$ cat config.mk
export PLATFORM = sky130hd
export DESIGN_NAME = alu_arbiter
export DESIGN_NICKNAME = d
export VERILOG_FILES = /design/src/rtl/alu_pkg.sv /design/src/rtl/alu_arbiter_rr_grant2.sv /design/src/rtl/alu_arbiter.sv
export SDC_FILE = /design/constraint.sdc
export NUM_CORES = 1
export LEC_CHECK = 0
export ABC_CLOCK_PERIOD_IN_PS = 2600
export CAP_MARGIN = 0
export CORE_MARGIN = 1.5
export CORE_UTILIZATION = 30
export DETAILED_ROUTE_END_ITERATION = 8
export GPL_TIMING_DRIVEN = 0
export PLACE_DENSITY = 0.66
export SLEW_MARGIN = 20
export SYNTH_ARGS = -nofsm -noshare
export SYNTH_HDL_FRONTEND = slang
export SYNTH_SLANG_ARGS = --single-unit
$ cat constraint.sdc
create_clock -name clk -period 2.6 [get_ports clk]
set_clock_uncertainty 0.1 [all_clocks]
set_input_delay 0.26 -clock clk [delete_from_list [all_inputs] [get_ports clk]]
set_output_delay 0.26 -clock clk [all_outputs]
set_load 0.02 [all_outputs]
$ cat src/rtl/alu_pkg.sv
// Shared definitions for the ALU arbiter: kontrol codes, legality check and FSM states.
package alu_pkg;

    localparam int KW_P = 4;

    localparam logic [KW_P-1:0] ALU_ADD = 4'b0000;
    localparam logic [KW_P-1:0] ALU_SUB = 4'b0100;
    localparam logic [KW_P-1:0] ALU_AND = 4'b0001;
    localparam logic [KW_P-1:0] ALU_OR  = 4'b0101;
    localparam logic [KW_P-1:0] ALU_XOR = 4'b0010;
    localparam logic [KW_P-1:0] ALU_LUI = 4'b0110;
    localparam logic [KW_P-1:0] ALU_SLL = 4'b0011;
    localparam logic [KW_P-1:0] ALU_SRL = 4'b0111;
    localparam logic [KW_P-1:0] ALU_SRA = 4'b1111;

    typedef enum logic [1:0] {ST_IDLE, ST_EXEC, ST_RESP} state_e;

    function automatic logic kontrol_legal(input logic [KW_P-1:0] k);
        case (k)
            ALU_ADD, ALU_SUB, ALU_AND, ALU_OR, ALU_XOR,
            ALU_LUI, ALU_SLL, ALU_SRL, ALU_SRA: return 1'b1;
            default:                            return 1'b0;
        endcase
    endfunction

endpackage

$ cat src/rtl/alu_arbiter_rr_grant2.sv
// Two-way round-robin grant; the pointer moves to the other requester when a transaction completes.
module rr_grant2 (
    input  logic       clk,
    input  logic       rst_n,
    input  logic [1:0] req_i,
    input  logic       done_i,
    input  logic       served_i,
    output logic       gnt_valid_o,
    output logic       gnt_id_o
);

    logic ptr_q;

    assign gnt_valid_o = |req_i;
    // Contention resolved by the pointer; a lone requester wins regardless.
    assign gnt_id_o    = (req_i == 2'b11) ? ptr_q : req_i[1];

    always_ff @(posedge clk or negedge rst_n) begin
        if (!rst_n)
            ptr_q <= 1'b0;
        else if (done_i)
            ptr_q <= ~served_i;
    end

endmodule

$ cat src/rtl/alu_arbiter.sv
// Shares one combinational ALU between two requesters; one transaction in flight, tagged response.
module alu_arbiter
    import alu_pkg::*;
#(
    parameter int WIDTH = 32,
    parameter int KW    = 4
) (
    input  logic             clk,
    input  logic             rst_n,
    input  logic             req0_valid,
    output logic             req0_ready,
    input  logic [WIDTH-1:0] req0_a,
    input  logic [WIDTH-1:0] req0_b,
    input  logic [KW-1:0]    req0_kontrol,
    input  logic             req1_valid,
    output logic             req1_ready,
    input  logic [WIDTH-1:0] req1_a,
    input  logic [WIDTH-1:0] req1_b,
    input  logic [KW-1:0]    req1_kontrol,
    output logic [WIDTH-1:0] alu_a,
    output logic [WIDTH-1:0] alu_b,
    output logic [KW-1:0]    alu_kontrol,
    input  logic [WIDTH-1:0] alu_c,
    input  logic             alu_z_flag,
    output logic             rsp_valid,
    input  logic             rsp_ready,
    output logic             rsp_id,
    output logic [WIDTH-1:0] rsp_c,
    output logic             rsp_z,
    output logic             rsp_err
);

    state_e           state_q;
    logic [WIDTH-1:0] a_q, b_q;
    logic [KW-1:0]    k_q;
    logic             rsp_valid_q, rsp_id_q, rsp_z_q, rsp_err_q;
    logic [WIDTH-1:0] rsp_c_q;

    logic             gnt_valid, gnt_id, accept, done;
    logic [WIDTH-1:0] sel_a, sel_b;
    logic [KW-1:0]    sel_k;

    rr_grant2 u_grant (
        .clk        (clk),
        .rst_n      (rst_n),
        .req_i      ({req1_valid, req0_valid}),
        .done_i     (done),
        .served_i   (rsp_id_q),
        .gnt_valid_o(gnt_valid),
        .gnt_id_o   (gnt_id)
    );

    // Ready is gated by reset so nothing is offered while the block is held in reset.
    assign accept     = rst_n && (state_q == ST_IDLE) && gnt_valid;
    assign req0_ready = accept && !gnt_id;
    assign req1_ready = accept &&  gnt_id;
    assign done       = (state_q == ST_RESP) && rsp_ready;

    assign sel_a = gnt_id ? req1_a       : req0_a;
    assign sel_b = gnt_id ? req1_b       : req0_b;
    assign sel_k = gnt_id ? req1_kontrol : req0_kontrol;

    assign alu_a       = a_q;
    assign alu_b       = b_q;
    assign alu_kontrol = k_q;
    assign rsp_valid   = rsp_valid_q;
    assign rsp_id      = rsp_id_q;
    assign rsp_c       = rsp_c_q;
    assign rsp_z       = rsp_z_q;
    assign rsp_err     = rsp_err_q;

    always_ff @(posedge clk or negedge rst_n) begin
        if (!rst_n) begin
            state_q     <= ST_IDLE;
            a_q         <= '0;
            b_q         <= '0;
            k_q         <= '0;
            rsp_valid_q <= 1'b0;
            rsp_id_q    <= 1'b0;
            rsp_c_q     <= '0;
            rsp_z_q     <= 1'b0;
            rsp_err_q   <= 1'b0;
        end else begin
            case (state_q)
                ST_IDLE: if (accept) begin
                    rsp_id_q <= gnt_id;
                    // Illegal codes never reach the ALU, so its inputs keep the last legal op.
                    if (kontrol_legal(sel_k)) begin
                        a_q     <= sel_a;
                        b_q     <= sel_b;
                        k_q     <= sel_k;
                        state_q <= ST_EXEC;
                    end else begin
                        rsp_c_q     <= '0;
                        rsp_z_q     <= 1'b0;
                        rsp_err_q   <= 1'b1;
                        rsp_valid_q <= 1'b1;
                        state_q     <= ST_RESP;
                    end
                end
                ST_EXEC: begin
                    rsp_c_q     <= alu_c;
                    rsp_z_q     <= alu_z_flag;
                    rsp_err_q   <= 1'b0;
                    rsp_valid_q <= 1'b1;
                    state_q     <= ST_RESP;
                end
                ST_RESP: if (rsp_ready) begin
                    rsp_valid_q <= 1'b0;
                    state_q     <= ST_IDLE;
                end
                default: state_q <= ST_IDLE;
            endcase
        end
    end

endmodule

# Word level (Yosys, flattened, before mapping)
# Memories as Yosys holds them, arrays and structs flattened.
# Index checks and enable logic that the tools add are counted.
dict set report op_classes {
  n_reduce_logical 15
  eq_ne 6
  mux 21
  n_bitwise 1
}
# operator n
set op_table {}
lappend op_table {{two-way mux 32 bit} 4}
lappend op_table {{one-hot mux 32 bit (2 select lines)} 1}
lappend op_table {{two-way mux 1 bit} 8}
lappend op_table {{two-way mux 2 bit} 3}
lappend op_table {{inequality test 2 bit, second input constant} 3}
lappend op_table {{one-hot mux 2 bit (3 select lines)} 1}
lappend op_table {{AND reduction 3 bit} 2}
lappend op_table {{logical AND 1 bit} 5}
lappend op_table {{== test 2 bit, second input constant} 2}
lappend op_table {{two-way mux 4 bit} 1}
lappend op_table {{one-hot mux 1 bit (2 select lines)} 2}
lappend op_table {{AND reduction 2 bit} 2}
lappend op_table {{AND reduction 4 bit} 1}
lappend op_table {{one-hot mux 1 bit (3 select lines)} 1}
lappend op_table {{nonzero test 3 bit} 1}
lappend op_table {{== test 2 x 1 -> 1 bit, second input constant} 1}
lappend op_table {{zero test 2 bit} 1}
lappend op_table {{nonzero test 2 bit} 1}
lappend op_table {{OR reduction 2 bit} 1}
lappend op_table {{zero test 1 bit} 1}
lappend op_table {{NOT 1 bit} 1}
dict set report word_totals {
  rom_bits 16
  memories 1
  out_inout_bits 106
  regBits 107
  in_bits 174
  word_cells 54
}
# name words width rd rd_clocked_by_memory_dff wr line
set memory_table {}
lappend memory_table {{(no name shown)} 16 1 1 0 0 alu_pkg.sv:19} ;# case (k)

# Longest topological paths before layout
# Gate-level depths: netlist of run 1.
# An unclocked memory read counts as a cell.
dict set report depth {
  ltp_word 9
  depth_mapped 6
  mapped_depth_nobuf 4
}

# By module
# A second synthesis of run 1 with hierarchy kept.
dict set report hier_totals {
  cells_unflattened 396
  hier_area_um2 4969.8
}
# mod seq_area_each_um2 area_each_um2 instances cells_each
set by_module_without_submodules {}
lappend by_module_without_submodules {alu_arbiter 2652.5 4918.5 1 390}
lappend by_module_without_submodules {rr_grant2 25.0 51.3 1 6}

# Worst setup path before layout of run 1
# No wires, ideal clock.
dict set report synth_timing {
  kind {reg2reg}
  from {register state_q[0]}
  to {register b_q[0], in the netlist alu_b[0]}
  n_path_buf 2
  stages_incl_launch_ff 7
  arrival_ns 1.694
  synth_period_minus_slack_ns 1.919
  setup_time_ns 0.125
  slack_ns 0.681
  t_required_ns 2.375
  cell_sequence {dfrtp_1 inv_1 o2111ai_2 nor3_2 buf_4 buf_6 mux2_2}
}
dict set report synth_via {
  elab_chain_cells 4
}
# element line
set synth_rtl {}
lappend synth_rtl {{start, declared} alu_arbiter.sv:33} ;# state_e state_q;
lappend synth_rtl {{start signal, assigned} alu_arbiter.sv:74} ;# state_q <= ST_IDLE;
lappend synth_rtl {{start signal, assigned} alu_arbiter.sv:92} ;# state_q <= ST_EXEC;
lappend synth_rtl {{start signal, assigned} alu_arbiter.sv:98} ;# state_q <= ST_RESP;
lappend synth_rtl {{zero test 2 bit *} {alu_arbiter.sv:54, alu_arbiter.sv:84}}
lappend synth_rtl {{logical AND 1 bit (2 in a row)} alu_arbiter.sv:54} ;# assign accept = rst_n && (state_q == ST_IDLE) && gnt_valid;
lappend synth_rtl {{AND reduction 3 bit (no line) *} n/a}
lappend synth_rtl {{end signal, assigned} alu_arbiter.sv:90} ;# b_q <= sel_b;
lappend synth_rtl {{end, declared} alu_arbiter.sv:34} ;# logic [WIDTH-1:0] a_q, b_q;
# Mark *: on every way between the ends. The rest lies on a longest branch, timed or not.
# A chain may end at the register's enable or synchronous reset.

# Worst setup path after layout of run 1
dict set report layout_timing {
  from {register state_q[0]}
  to {output port req0_ready}
}
dict set report layout_via {
  elab_chain_cells 4
}
# element line
set layout_rtl {}
lappend layout_rtl {{zero test 2 bit} alu_arbiter.sv:54}
lappend layout_rtl {{logical AND 1 bit (2 in a row)} alu_arbiter.sv:54}
lappend layout_rtl {{logical AND 1 bit} alu_arbiter.sv:55} ;# assign req0_ready = accept && !gnt_id;
lappend layout_rtl {{end, declared} alu_arbiter.sv:11} ;# output logic req0_ready,
# Every way passes these cells.

==> metrics.cfg, run 1 <==
[outcome]
outcome = finished, violations left
violations = negative hold slack

[critical_path]
crit_arrival_ns = 2.06
crit_path_start_kind = register
crit_type = register to output pin
worstPathMaxFanout = 7
r2r_cells = 6
r2r_slack_ns = 0.26
crit_start = state_q[0]$_DFFE_PN0P_
timing.rr.start = state_q[0]$_DFFE_PN0P_
required_ns = 2.24
worstSetupEndpoint = req0_ready
rr_endpoint = alu_b[1]$_DFFE_PN0P_
end_kind = output pin

[synthesis]
synth-edff-count = 0
synth_most_common_cell = mux2_2
seq_area_frac_synth_pct = 54.5
synthCells = 396
yosys-top-cells-area = dfrtp_1, mux2_2, nand2_1
ys_ff_latch = 107
async_reset_ff_share_pct = 100
dominantRegCellSynth = dfrtp_1
syn_nets = 570
synth_warnings = 0
avgSynthCellArea_um2 = 12.4
synth_top_area_share_pct = 54.5
syn-cell-area_um2 = 4920
netlist_top_cells_count = mux2_2, dfrtp_1, nand2_1
yosysTopAreaCell = dfrtp_1
yosysUniqueCellTypes = 28

[sta]
setup_violations = 0
setup_ws_ns = 0.181
rsz0062_at_grt = false
relSlewSlack_pct = 62.1
setup_tns_ns = 0
fmax_ghz = 0.413
min_period_ns = 2.42
worst_pin_slew_ns = 0.569
report.final.hold_viol_count = 72
finalCritPeriodShare_pct = 93.0
hold-worst-slack_ns = -0.194
drv_slew = 0

[global_route]
antenna_found_initial = 0
grt-ovfl-total = 0
grt_pass1_wl_um = 22100
grtUsageTotal_pct = 16.9
first_global_vias = 4304
grt_max_degree = 75

[power]
power_frac_seq_pct = 33.7
sw_frac_of_total_pct = 35.5
clockPowerShare_pct = 15.7
p_per_area_nw_per_um2 = 1030
peakVddDrop_mv = 0.474
total_power_w = 0.00856
power.leakage_nw = 3.41
power_frac_comb_pct = 50.6
p_switching_w = 0.00303
p_int_w = 0.00552

[clocking]
clk_pin_slew_ns = 0.07
cts.sink_count = 107
clk_latency_ns = 0.34
tritoncts = built
cts_root_buf = clkbuf_16
cts.htree.levels = 3
cts_buffers = 9
hold_buffers = 3
clk_path_buf_depth = 2

[worst_hold_path]
hold_class = input port to asynchronous set/reset pin

[job]
drv_cap = 0

[placed_design]
place_ws_ns = -0.269
place_congestion = 0.758
io_buffers = 279
dpl.hpwl_um = 11700

[route]
first_pass_iters = 7
drc = 0
num_vias = 4175
viasPerCell = 4.59
first_iter_violations = 81
drt_wl_total_um = 15000
postRouteAntennaNets = 0
wire_per_inst_um = 16.5

[final_layout]
syn2layout_area_growth_pct = 69.7
drive_above_1_share_pct = 23.5
layout.nets = 864
antennaDiodeCount = 0
fin_util_pct = 52.3

[floorplan]
die_h_um = 131
die_area_um2 = 17200
initial_core_util_pct = 30.8
core_area_um2 = 15900
num_rows = 46
die_w_um = 131
io-pin-count = 280

worst min path at each step:
stage,start,cells after the start,to
4_1_cts,rst_n,2,alu_b[4]$_DFFE_PN0P_
3_3_place_gp,rsp_err$_DFFE_PN0P_,1,rsp_err$_DFFE_PN0P_
5_1_grt,rst_n,2,alu_b[8]$_DFFE_PN0P_
3_5_place_dp,rst_n,1,alu_b[9]$_DFFE_PN0P_
6_report,rst_n,2,alu_b[4]$_DFFE_PN0P_
2_1_floorplan,rst_n,0,alu_a[0]$_DFFE_PN0P_
cells by family (layout without fill, tap and decap cells):
| family | count (synthesis) | after routing | share of synthesized area, % |
|---|---|---|---|
| AOI/OAI and AO/OA | 47 | 47 | 5.75 |
| DFF | 107 | 107 | 54.5 |
| buffers and inverters | 27 | 324 | 2.60 |
| and+or+nand+nor | 81 | 81 | 6.54 |
| muxes | 134 | 134 | 30.7 |
cell usage in the layout, fill, tap and decap left out, drive strengths merged, types with 2 or more instances in the layout:
master,netlist,routed
clkdlybuf4s50,0,277
mux2,133,133
dfrtp,107,107
nand2,70,70
a21oi,35,35
clkbuf,10,21
buf,14,18
nor2,6,6
inv,3,3
o22a,2,2
a21o,2,2
clkinv,0,2
registers in the layout (all words and copies together) (netlist names):
signal and flops:
alu_a 32, alu_b 32, alu_kontrol 4, rsp_c 32, rsp_err 1, rsp_id 1, rsp_valid 1, rsp_z 1
state_q 2, u_grant.ptr_q 1
what timing repair did:
item	4_1_cts	5_1_grt
setup buffers	0	0
gates resized for setup	1	1
hold endpoints to repair	35	72
endpoints found under the setup margin	1	1
worst max-delay path, stage by stage (launching register included):
cell and delay [ns]:
dfrtp_1 0.40, inv_1 0.16, o2111ai_2 0.26, a21oi_1 0.23, clkdlybuf4s50_1 0.67
power by group through the flow:
stage / combinational (W) / sequential, W / clock [W]
after global placement: 0.00432 / 0.00288 / 0
after floorplan: 0.00114 / 0.00385 / 0
final: 0.00433 / 0.00288 / 0.00135
after CTS: 0.00439 / 0.00289 / 0.00139
after detailed placement: 0.00437 / 0.00292 / 0
after global routing: 0.00459 / 0.00299 / 0.00145
cell type report:
class	instances	area, µm²
Fill cell	1422	7600
Timing Repair Buffer	283	2870
Sequential cell	107	2680
Multi-Input combinational cell	262	2110
Tap cell	216	270
Clock buffer	11	243
Buffer	24	118
Clock inverter	3	40.0
Inverter	3	11.3
per-layer routing:
metal / wire length [µm] / up-vias / track usage [%]
met4: 148 / 0 / 5.37
met5: 0 / - / 0
met3: 1210 / 13 / 4.19
met2: 7800 / 188 / 31.1
li1: - / 1973 / -
met1: 5860 / 2001 / 19.2
per-stage QoR:
stage / cells / cell area, µm²
CTS: 909 / 8340
finish: 909 / 8350
global placement: 891 / 7980
detailed placement: 892 / 8010
global route: 909 / 8350
floorplan: 396 / 4920
Power figures use the tool's default switching activity.
==> run 2: changes to the inputs <==
MAX_ROUTING_LAYER = met4   (was default)
PLACE_DENSITY = 0.65   (was 0.66)
SYNTH_HIERARCHICAL = 1   (was default)
TNS_END_PERCENT = 5   (was default)
==> run 2 against run 1 <==
  * The flow now finishes without violations
  * Worst hold slack improved by 0.56 ns
  * Core utilization increased by 0.42 points
  * Global-route usage increased by 1.3 points
  * Critical path depth increased by 3
  * Non-clock buffer count increased by 6
  * Critical path type is now input port to output pin
  * Largest power group unchanged
==> metrics.cfg, run 2 <==
[outcome]
outcome = completed  ; was finished, violations left

[final_layout]
final_common_cell = clkdlybuf4s50_1  ; unchanged
syn2layout_area_growth_pct = 70.5  ; was 69.7%
layout.nets = 866  ; was 864
antennaDiodeCount = 0  ; unchanged
final_cell_mix = clkdlybuf4s50_1, mux2_2, dfrtp_1, nand2_1, o21ai_0  ; was clkdlybuf4s50_1, mux2_2, dfrtp_1, nand2_1, a21oi_1
drive_above_1_share_pct = 22.5  ; was 23.5%
fin_util_pct = 52.8  ; was 52.3%

[global_route]
grt_pass1_wl_um = 24100  ; was 22100 µm
grt-ovfl-total = 0  ; unchanged
antenna_found_initial = 0  ; unchanged
first_global_vias = 4601  ; was 4304
grt_max_degree = 56  ; was 75
grtUsageTotal_pct = 18.3  ; was 16.9%

[sta]
hold-worst-slack_ns = 0.364  ; was -0.194 ns
setup_ws_ns = 0.249  ; was 0.181 ns
worst_pin_slew_ns = 0.620  ; was 0.569 ns
finalCritPeriodShare_pct = 90.4  ; was 93.0%
rsz0062_at_grt = false  ; unchanged
drv_slew = 0  ; unchanged
report.final.hold_viol_count = 0  ; was 72
fmax_ghz = 0.425  ; was 0.413 GHz
relSlewSlack_pct = 58.7  ; was 62.1%
setup_violations = 0  ; unchanged
min_period_ns = 2.35  ; was 2.42 ns

[route]
route.met2.wl_um = 7730  ; was 7800 µm
wl_met1_um = 5990  ; was 5860 µm
wire_per_inst_um = 16.5  ; about the same
postRouteAntennaNets = 0  ; unchanged
dr_wl_met3_um = 1100  ; was 1210 µm
top_layer = met4  ; unchanged
drt_wl_total_um = 15100  ; was 15000 µm
num_vias = 4183  ; was 4175
first_pass_iters = 4  ; was 7
viasPerCell = 4.58  ; was 4.59
drc = 0  ; unchanged
first_iter_violations = 80  ; was 81

[critical_path]
worstPathMaxFanout = 10  ; was 7
required_ns = 2.24  ; about the same
crit_arrival_ns = 1.99  ; was 2.06 ns
crit_type = input port to output pin  ; was register to output pin
crit_path_start_kind = input port  ; was register
end_kind = output pin  ; unchanged

[synthesis]
synthXorXnorAreaFrac_pct = 0  ; unchanged
synth_top_area_share_pct = 53.9  ; was 54.5%
avgSynthCellArea_um2 = 12.5  ; was 12.4 µm²
syn-cell-area_um2 = 4970  ; was 4920 µm²
async_reset_ff_share_pct = 100  ; unchanged
synth-edff-count = 0  ; unchanged
dominantRegCellSynth = dfrtp_1  ; unchanged
synthMuxAreaShare_pct = 30.4  ; was 30.7%
synth_adder_area_share_pct = 0  ; unchanged
yosysTopAreaCell = dfrtp_1  ; unchanged
netlist_top_cells_count = mux2_2, dfrtp_1, nand2_1  ; unchanged
synthCells = 396  ; unchanged
synth_compound_area_share_pct = 5.19  ; was 5.75%
synth_warnings = 6  ; was 0
ys_ff_latch = 107  ; unchanged
yosys.area_share.simple_pct = 7.40  ; was 6.54%
synth_top_family_by_area = multiplexers  ; unchanged
yosys-top-cells-area = dfrtp_1, mux2_2, nand2_1  ; unchanged
syn_nets = 570  ; unchanged
synth_most_common_cell = mux2_2  ; unchanged
yosysUniqueCellTypes = 32  ; was 28
seq_area_frac_synth_pct = 53.9  ; was 54.5%

[power]
p_switching_w = 0.00316  ; was 0.00303 W
power_frac_comb_pct = 50.6  ; about the same
clockPowerShare_pct = 15.8  ; was 15.7%
peakVddDrop_mv = 0.484  ; was 0.474 mV
power_frac_seq_pct = 33.6  ; was 33.7%
p_per_area_nw_per_um2 = 1030  ; about the same
power.leakage_nw = 3.45  ; was 3.41 nW
sw_frac_of_total_pct = 36.1  ; was 35.5%
total_power_w = 0.00876  ; was 0.00856 W
p_int_w = 0.00560  ; was 0.00552 W

[placed_design]
dpl.hpwl_um = 11700  ; about the same
place_ws_ns = -0.554  ; was -0.269 ns
place_congestion = 0.768  ; was 0.758
io_buffers = 279  ; unchanged

[floorplan]
num_rows = 46  ; unchanged
initial_core_util_pct = 30.9  ; was 30.8%
die_w_um = 132  ; was 131 µm
die_area_um2 = 17300  ; was 17200 µm²
core_area_um2 = 16100  ; was 15900 µm²
io-pin-count = 280  ; unchanged
die_h_um = 132  ; was 131 µm

[job]
drv_cap = 0  ; unchanged

[clocking]
cts_root_buf = clkbuf_16  ; unchanged
clk_latency_ns = 0.35  ; was 0.34 ns
cts.sink_count = 107  ; unchanged
cts_buffers = 9  ; unchanged
clk_pin_slew_ns = 0.07  ; about the same
clk_path_buf_depth = 2  ; unchanged
cts.htree.levels = 3  ; unchanged
tritoncts = built  ; unchanged

[worst_hold_path]
hold_class = input port to register  ; was input port to asynchronous set/reset pin

run 2: cell count changes after synthesis, sizes merged, moves of 3 or more:
cell	change
a21oi	-34
clkbuf	+4
nand2	-3
nor2	-3
o21ai	+33
run 2: through the flow:
step                      TNS, ns  cell area [µm²]  instances
after floorplan                 0             4970        396
after global placement    -695.52             8030        891
after detailed placement   -10.08             8060        892
after CTS                       0             8470        913
after global routing            0             8470        913
final                           0             8470        913
run 2: path summary, 6_finish.rpt:
kind,startpoint,end,slack (ns),cells past startpoint
worst max-delay path,req1_valid,req1_ready,0.25,7
worst min-delay path,alu_z_flag,rsp_z$_DFFE_PN0P_,0.36,3
worst max register to register,u_grant/ptr_q$_DFFE_PN0P_,alu_b[4]$_DFFE_PN0P_,0.31,6
worst min register to register,alu_a[3]$_DFFE_PN0P_,alu_a[3]$_DFFE_PN0P_,0.39,1
max in group asynchronous,rst_n,alu_b[29]$_DFFE_PN0P_,1.06,5
min in group asynchronous,rst_n,alu_a[25]$_DFFE_PN0P_,0.47,4
run 2: worst max-delay path, cell delays in order:
cell,delay [ns]
clkdlybuf4s50_1,0.47
a21boi_1,0.26
buf_4,0.25
buf_4,0.23
inv_1,0.05
nor2_1,0.09
dlygate4sd2_1,0.37
run 2: timing repair:
action,CTS,global route
cloned,0,0
endpoints found under the setup margin,2,1
gates resized for setup,4,1
hold buffers,5,0
endpoints found under the hold margin,52,0
buffers inserted,0,0
run 2: power groups by stage:
stage | combinational [W] | clock (W) | sequential, W
detailed placement | 0.00447 | 0 | 0.00297
finish | 0.00443 | 0.00138 | 0.00294
global placement | 0.00441 | 0 | 0.00293
CTS | 0.00450 | 0.00144 | 0.00295
global route | 0.00471 | 0.00151 | 0.00305
floorplan | 0.00109 | 0 | 0.00396
run 2: cells by family (layout without fill, tap and decap cells):
group                  Yosys count  after routing
muxes                          134            134
DFF                            107            107
AOI/OAI and AO/OA               43             43
and+or+nand+nor                 81             81
buffers and inverters           31            332
run 2: area by class of cell:
| class | instances | area (µm²) |
|---|---|---|
| Timing Repair Buffer | 285 | 2930 |
| Multi-Input combinational cell | 258 | 2130 |
| Buffer | 28 | 153 |
| Inverter | 3 | 11.3 |
| Clock buffer | 9 | 225 |
| Fill cell | 1384 | 7580 |
| Tap cell | 216 | 270 |
| Clock inverter | 7 | 76.3 |
| Sequential cell | 107 | 2680 |
run 2: layer usage:
metal | up-vias | GRT usage (%)
met5 | - | -
met2 | 176 | 31.8
met1 | 2025 | 19.7
met4 | 0 | 5.93
li1 | 1966 | -
met3 | 16 | 5.79
